<file path="src/rtl/ic_pkg.sv">
// Shared I-cache definitions: geometry defaults, refill FSM encoding and the
// helpers that locate index/tag/offset fields in a fetch address. The hit-compare
// logic uses the same helpers so both sides slice the PC identically.
package ic_pkg;

  localparam int IRWIDTH_DEF = 12;  // tag-RAM index width
  localparam int BEATW_DEF   = 2;   // log2 words per line

  typedef enum logic [2:0] {
    ST_IDLE  = 3'd0,
    ST_REQ   = 3'd1,
    ST_FILL  = 3'd2,
    ST_TAG   = 3'd3,
    ST_FLUSH = 3'd4
  } state_e;

  // Lowest index bit: just above the byte offset within the line.
  function automatic int idx_lsb(input int beatw);
    return beatw + 2;
  endfunction

  // Lowest tag bit: just above the index field.
  function automatic int tag_lsb(input int irwidth, input int beatw);
    return irwidth + beatw + 2;
  endfunction

  // Stored tag bits (excluding the valid bit); the tag entry is 24-irwidth wide.
  function automatic int tag_bits(input int irwidth);
    return 23 - irwidth;
  endfunction

endpackage

</file>
<file path="src/rtl/ic_refill_ctrl.sv">
// I-cache refill controller: on an IF miss it invalidates the target tag entry,
// reads one line from the instruction-memory port, streams each beat into the
// data RAM and finally writes {valid,tag}. Optional fence.i sweep is built when
// ICACHE_FLUSH_EN is defined; otherwise flush_req is accepted but ignored.
module ic_refill_ctrl
  import ic_pkg::*;
#(
  parameter int IRWIDTH = IRWIDTH_DEF,
  parameter int BEATW   = BEATW_DEF
) (
  input  logic                    clk,
  input  logic                    rst,
  input  logic                    miss_req,
  input  logic [31:0]             miss_adr,
  output logic                    refill_busy,
  output logic                    refill_done,
  output logic                    mem_req,
  output logic [31:0]             mem_adr,
  input  logic                    mem_ack,
  input  logic                    mem_rvalid,
  input  logic [31:0]             mem_rdata,
  output logic                    dram_wen,
  output logic [IRWIDTH+BEATW-1:0] dram_wadr,
  output logic [31:0]             dram_wdata,
  output logic                    tag_wen,
  output logic [IRWIDTH-1:0]      tag_wadr,
  output logic [23-IRWIDTH:0]     tag_wdata,
  input  logic                    flush_req
);

  localparam int IDX_LSB = idx_lsb(BEATW);
  localparam int TAGW    = tag_bits(IRWIDTH);
  localparam int LINEW   = 32 - IDX_LSB;
  localparam logic [BEATW-1:0] LAST_BEAT = '1;

  state_e             state_q, state_d;
  logic [LINEW-1:0]   line_q, line_d;     // miss address without the line offset
  logic [BEATW-1:0]   beat_q, beat_d;

`ifdef ICACHE_FLUSH_EN
  logic [IRWIDTH-1:0] flush_cnt_q, flush_cnt_d;
  logic               flush_pend_q, flush_pend_d;
  logic               unused_bits;
  assign unused_bits = ^miss_adr[IDX_LSB-1:0];
`else
  logic               unused_bits;
  assign unused_bits = ^{miss_adr[IDX_LSB-1:0], flush_req};
`endif

  logic [LINEW-1:0]   miss_line;
  logic [IRWIDTH-1:0] line_idx;
  logic [TAGW-1:0]    line_tag;

  assign miss_line = miss_adr[31:IDX_LSB];
  assign line_idx  = line_q[IRWIDTH-1:0];
  assign line_tag  = line_q[IRWIDTH+TAGW-1:IRWIDTH];

  // Next-state logic and all RAM/bus outputs; outputs are forced low during reset.
  always_comb begin
    // NOTE: every variable gets a default before the case so no path infers a latch.
    state_d     = state_q;
    line_d      = line_q;
    beat_d      = beat_q;
`ifdef ICACHE_FLUSH_EN
    flush_cnt_d  = flush_cnt_q;
    flush_pend_d = flush_pend_q;
`endif
    refill_busy = (state_q != ST_IDLE);
    refill_done = 1'b0;
    mem_req     = 1'b0;
    mem_adr     = '0;
    dram_wen    = 1'b0;
    dram_wadr   = '0;
    dram_wdata  = '0;
    tag_wen     = 1'b0;
    tag_wadr    = '0;
    tag_wdata   = '0;

    case (state_q)
      ST_IDLE: begin
`ifdef ICACHE_FLUSH_EN
        if (flush_req) begin
          state_d     = ST_FLUSH;
          flush_cnt_d = '0;
        end else
`endif
        if (miss_req) begin
          // Invalidate the victim entry now so a partially filled line never hits.
          line_d    = miss_line;
          beat_d    = '0;
          state_d   = ST_REQ;
          tag_wen   = 1'b1;
          tag_wadr  = miss_line[IRWIDTH-1:0];
          tag_wdata = {1'b0, miss_line[IRWIDTH+TAGW-1:IRWIDTH]};
        end
      end
      ST_REQ: begin
        mem_req = 1'b1;
        mem_adr = {line_q, {IDX_LSB{1'b0}}};
        if (mem_ack) state_d = ST_FILL;
      end
      ST_FILL: begin
        if (mem_rvalid) begin
          dram_wen   = 1'b1;
          dram_wadr  = {line_idx, beat_q};
          dram_wdata = mem_rdata;
          beat_d     = beat_q + 1'b1;
          if (beat_q == LAST_BEAT) state_d = ST_TAG;
        end
      end
      ST_TAG: begin
        tag_wen     = 1'b1;
        tag_wadr    = line_idx;
        tag_wdata   = {1'b1, line_tag};
        refill_done = 1'b1;
        state_d     = ST_IDLE;
`ifdef ICACHE_FLUSH_EN
        if (flush_pend_q || flush_req) begin
          state_d      = ST_FLUSH;
          flush_cnt_d  = '0;
          flush_pend_d = 1'b0;
        end
`endif
      end
`ifdef ICACHE_FLUSH_EN
      ST_FLUSH: begin
        tag_wen     = 1'b1;
        tag_wadr    = flush_cnt_q;
        tag_wdata   = '0;
        flush_cnt_d = flush_cnt_q + 1'b1;
        if (flush_cnt_q == '1) begin
          refill_done = 1'b1;
          state_d     = ST_IDLE;
        end
      end
`endif
      default: state_d = ST_IDLE;
    endcase

`ifdef ICACHE_FLUSH_EN
    // A fence.i arriving mid-refill waits until the line is complete.
    if (flush_req && (state_q == ST_REQ || state_q == ST_FILL)) flush_pend_d = 1'b1;
`endif

    // Reset aborts at once: no RAM write or bus request in the reset cycle itself.
    if (rst) begin
      refill_busy = 1'b0;
      refill_done = 1'b0;
      mem_req     = 1'b0;
      mem_adr     = '0;
      dram_wen    = 1'b0;
      dram_wadr   = '0;
      dram_wdata  = '0;
      tag_wen     = 1'b0;
      tag_wadr    = '0;
      tag_wdata   = '0;
    end
  end

  // State, latched line address and counters.
  always_ff @(posedge clk) begin
    // NOTE: state updates use non-blocking assignments so every flop samples pre-edge values.
    if (rst) begin
      // NOTE: only control state is reset; the RAMs themselves are invalidated by tags, not cleared.
      state_q <= ST_IDLE;
      line_q  <= '0;
      beat_q  <= '0;
`ifdef ICACHE_FLUSH_EN
      flush_cnt_q  <= '0;
      flush_pend_q <= 1'b0;
`endif
    end else begin
      state_q <= state_d;
      line_q  <= line_d;
      beat_q  <= beat_d;
`ifdef ICACHE_FLUSH_EN
      flush_cnt_q  <= flush_cnt_d;
      flush_pend_q <= flush_pend_d;
`endif
    end
  end

endmodule

</file>
<file path="config.mk">
export PLATFORM = sky130hd
export DESIGN_NAME = ic_refill_ctrl
export DESIGN_NICKNAME = d
export VERILOG_FILES = /design/src/rtl/ic_pkg.sv /design/src/rtl/ic_refill_ctrl.sv
export SDC_FILE = /design/constraint.sdc
export NUM_CORES = 1
export LEC_CHECK = 0
export ABC_CLOCK_PERIOD_IN_PS = 1750
export BUFFER_PORTS_ARGS = -buffer_cell sky130_fd_sc_hd__buf_2
export CELL_PAD_IN_SITES_DETAIL_PLACEMENT = 1
export CELL_PAD_IN_SITES_GLOBAL_PLACEMENT = 1
export CORE_AREA = 2 2 97 99
export CTS_CLUSTER_DIAMETER = 200
export DETAILED_ROUTE_END_ITERATION = 8
export DIE_AREA = 0 0 99 101
export GPL_ROUTABILITY_DRIVEN = 0
export PLACE_DENSITY = 0.87
export SLEW_MARGIN = 20
export SYNTH_ARGS = -nofsm -noshare
export SYNTH_HDL_FRONTEND = slang
export SYNTH_SLANG_ARGS = --single-unit
</file>
<file path="constraint.sdc">
create_clock -name clk -period 1.75 [get_ports clk]
set_input_delay 0.35 -clock clk [delete_from_list [all_inputs] [get_ports clk]]
set_output_delay 0.35 -clock clk [all_outputs]
set_load 0.02 [all_outputs]
</file>
==> Yosys cells after proc, flatten, opt, wreduce, memory -nomap -nowiden <==
Index checks and enable logic that the tools add are counted.
{ "totals": {"regBits": 33, "ramBits": 0, "latchBits": 0, "n_memories": 0, "elab_cells": 51, "mem_bits_ro": 0} }
{ "op_classes": {"eq_ne": 8, "add_sub_neg": 1, "n_shift": 0, "n_bitwise": 0, "muxes": 33, "n_mul": 0, "div": 0, "n_reduce_logical": 6, "magnitude_cmp": 0} }
{ "op_table": {"columns": ["op", "count"], "rows": [
  ["$mux W32", 5],
  ["$pmux W12 S2", 2],
  ["$mux W14", 3],
  ["$mux W12", 3],
  ["$mux W3", 4],
  ["$mux W11", 1],
  ["$mux W1", 10],
  ["$pmux W3 S3", 1],
  ["$ne A2 B2 Y1 const B", 4],
  ["$eq A3 B2 Y1 const B", 2],
  ["$mux W2", 2],
  ["$pmux W2 S2", 1],
  ["$reduce_and A4 Y1", 1],
  ["$eq A3 B1 Y1 const B", 1],
  ["$logic_not A3 Y1", 1],
  ["$reduce_and A3 Y1", 1],
  ["$reduce_bool A3 Y1", 1],
  ["$add A2 B1 Y2 const B", 1],
  ["$eq A2 B2 Y1 const B", 1],
  ["$pmux W1 S2", 1],
  ["$reduce_and A2 Y1", 1],
  ["$reduce_bool A2 Y1", 1]
]} }

==> Depth between registers and ports, before layout <==
{ "depth": {"depth_word": 4, "depth_mapped": 7, "mapped_depth_nobuf": 5} }

==> Worst setup path before layout <==
OpenSTA, ideal clock, no wires.
{ "synth_timing": {"kind": "register to output", "from": "register state_q[1]", "to": "output port tag_wdata[11]", "setup_slack_ns": -0.121, "path_stages_with_launch": 6, "arrival_ns": 1.521, "cell_sequence": "dfxtp_1 -> ha_1 -> buf_2 -> clkbuf_1 -> nor2b_1 -> buf_4"} }
{ "synth_via": {"elab_chain_len": 3} }
{ "synth_lines": {"columns": ["element", "line", "source"], "rows": [
  ["start, declared", "ic_refill_ctrl.sv:36", "state_e state_q, state_d;"],
  ["start signal, assigned", "ic_refill_ctrl.sv:173", "state_q <= state_d;"],
  ["$eq A3 B2 Y1 / $logic_not A3 Y1 (equally long branches)", "ic_refill_ctrl.sv:79", "case (state_q)"],
  ["$pmux W12 S2 (*)", "ic_refill_ctrl.sv:79", null],
  ["$mux W12 (*)", "ic_refill_ctrl.sv:146", "if (rst) begin"],
  ["end, declared", "ic_refill_ctrl.sv:27", "output logic [23-IRWIDTH:0] tag_wdata,"]
]} }
Every way passes the cells marked *; elsewhere a longest branch is shown, timed or not.

==> Worst setup path after layout <==
{ "layout_timing": {"from": "register state_q[0]", "to": "output port dram_wdata[12]"} }
{ "layout_via": {"elab_chain_len": 3} }
{ "layout_lines": {"columns": ["element", "line", "source"], "rows": [
  ["$eq A3 B2 Y1", "ic_refill_ctrl.sv:79", null],
  ["$mux W32", "ic_refill_ctrl.sv:79", null],
  ["$mux W32", "ic_refill_ctrl.sv:146", null],
  ["end, declared", "ic_refill_ctrl.sv:24", "output logic [31:0] dram_wdata,"]
]} }
No other way between the ends.

==> results.tsv <==
metric	value	unit
outcome	complete, but fails checks	
failing checks	setup timing	
hold_ws	298	ps
Starting DRT DRC Count	46	
Yosys warning count	0	
WL/cell	19.3	um
Critical Path Most Common Cell	buf_6	
post-synth top area cell	dfxtp_1	
setup repair after global routing missed its margin	yes	
Layout area overhead	122	%
count of input and output buffers	167	
initial cell density of the core	24.3	%
worst-path maximum fanout	5	
Most used DFF post-synth	dfxtp_1	
die height	101	um
Mapped Avg Cell Area	7.11	um^2
Die X	99	um
Finished Cell Area	4840	um^2
htree depth	2	
ant diodes	0	
Post-synth EDFFs	0	
fin. max-slew vios	0	
adder-cell area share of the yosys netlist	3.44	%
first-pass GRT wire length	17000	um
number of CTS-inserted buffers	5	
DR pass1 iterations	4	
post-route insts no fill	604	
crit-path cells	inv_6, buf_6, ha_4, nand2_4, nor2_4, buf_12, clkbuf_16, and2_4, buf_6	
Via-to-Cell Ratio	4.78	
Worst setup SP type	flip-flop	
Cells after Synth	307	
num rows	35	
HP Class	in -> reg	
worst r2r path cells	8	
total track usage	21.7	%
Setup violations, final	102	
post-synthesis compound-gate area fraction	17.8	%
CTS Buffer Depth	2	
ys async rst share	0	%
layout cell share with drive strength beyond 1	66.7	%
Fin Clk Skew	3.69	ps
xor and xnor area share after synthesis	0	%
CTS tree	yes	
WS Path Type	reg -> out	
clock tree sinks	32	
hold bufs inserted after CTS	0	
FF+latch area	648	um^2
Critical Path Sink Type	output pin	
Final Hold Viols	0	
Yosys reg bits	32	
mux cell area share after synthesis	0	%
Skew-Pair Late Insertion Delay	290	ps
Die ar.	10000	um^2
Placed Cells	576	
remaining global-route overflow	0	
clock slew seen by the registers of the worst setup and hold paths	70	ps
R2R Setup Slk	100	ps
Synth cell types	29	
r2r startpoint	state_q[0]	
DR vias	2889	
# DRC	0	
area of the multi-input gates	1860	um^2
post-synth top area share	29.3	%
CP top delay family	buffers and inverters	
Post-Synth Simple-Gate Area	39.8	%
vias in the first global route	3153	
Final Routed Wirelength	11700	um
Worst Hold Endpoint	line_q[24]	
filler instances	1017	
Max Freq	478	MHz
static leakage	0.00213	uW
Crit-path slowest cell	dfxtp_4	
hpwl dp	6520	um
Synth Cell Area	2180	um^2
power per cell area	1050	nW/um^2
CP max stage delay	360	ps
clk root buf	clkbuf_8	
Peak supply drop	0.000486	V
min Tclk post-route	2090	ps
Hold Crit Start	miss_adr[28]	
CP arrival	1740	ps
largest family of logic cells by synthesized area	simple AND/OR/NAND/NOR gates	
Final WS setup	-342	ps
Seq/Total Area, Yosys	29.3	%
Area contributors post-synth	dfxtp_1 (29%), and2_1 (21%), nand2_1 (10%), a22oi_1 (7.9%), a21oi_1 (6.4%)	
FF-to-FF End	state_q[0]	
data required time at the worst endpoint	1400	ps
largest net degree at the start of global routing	29	
DP Area	3200	um^2
most frequent cell after synthesis	and2_1	
period utilization	120	%
buffers and inverters on the worst path	5	
initial antenna violation count	0	
total of max-cap violations	0	
hold path depth	3	
DP Worst Slack	-112	ps
antenna-violating nets left	0	
# IOs	177	
nets	568	
core footprint	8980	um^2
Post-synth top cells	and2_1 (74), nand2_1 (60), dfxtp_1 (32), a21oi_1 (28), nor2_1 (28)	
[power breakdown]
group	leakage, uW	internal (uW)	switching [uW]
clock network	0.0000541	421	293
logic	0.00181	1600	1740
registers	0.000264	886	147
total	0.00213	2910	2180
[layer usage]
layer	part of all wire, %	vias up	global-route usage (%)
met3	4.2	21	3.47
li1	-	1364	-
met2	58	107	43.3
met4	2.1	0	5.48
met5	0	-	0
met1	36	1397	23.6
[registers in the layout, indices dropped and copies added (netlist names)]
| register | count |
|---|---|
| beat_q | 2 |
| line_q | 28 |
| state_q | 2 |
[worst max-delay path by stage]
stage                     slack (ps)  startpoint  cells past startpoint             end
after floorplan                  -30  state_q[0]                      6     tag_wadr[0]
after global placement           -60  state_q[0]                      6    tag_wdata[0]
after detailed placement        -110  state_q[0]                      6     tag_wadr[0]
after CTS                       -310  state_q[0]                      9    dram_wadr[7]
after global routing            -400  state_q[0]                      9   dram_wdata[4]
final                           -340  state_q[0]                      9  dram_wdata[12]
[cells by family (layout without fill, tap and decap cells)]
group                    after synthesis  count (layout)
AO/OA/AOI/OAI                         60              60
adder cells (fa/ha/maj)                6               6
buffers and inverters                 35             218
flip-flops                            32              32
other                                  1               4
AND/OR/NAND/NOR                      173             173
[metrics by stage]
stage / power, uW / setup TNS, ps / util [%]
finish: 5090 / -26540 / 53.9
global route: 5390 / -32550 / 53.9
CTS: 4800 / -25140 / 49.2
detailed placement: 2890 / -2030 / 35.6
global placement: 2810 / -524 / 35.6
floorplan: 2270 / -528 / -
[timing repair]
action,4_1_cts,5_1_grt
pin swaps,33,28
cloned,10,3
endpoints found under the hold margin,0,0
gates resized for setup,253,101
buffers inserted,2,7
endpoints found under the setup margin,102,102
[placed cells by master, fill, tap and decap left out, types with 2 or more instances in the layout]
cell         n
clkbuf_8     5
nor2_4      24
nand2b_1     2
buf_2       65
clkbuf_16    3
bufbuf_16    2
and2_1      19
a22oi_2     19
buf_12       6
conb_1       4
a22oi_1      4
ha_4         5
buf_16       5
nand2_1     59
nor2b_4      2
dfxtp_4      2
and2_4      55
buf_6      105
dfxtp_1     30
inv_1        3
a21oi_1     28
o32ai_1      2
nor2_1       4
buf_4       18
[tightest hold or removal path, stage by stage]
cell and delay [ps]:
buf_2 100, nand2_1 40, a21oi_1 50
[final cells by class]
| cell class | instances | share of cell area (%) |
|---|---|---|
| inverters | 5 | 0.543 |
| clock inverters | 3 | 0.879 |
| repair buffers | 205 | 42.5 |
| well taps | 111 | 2.87 |
| multi-input cells | 243 | 38.4 |
| clock buffers | 5 | 1.42 |
| flip-flops and latches | 32 | 13.4 |
No activity file was read; power rests on OpenSTA's default activity.
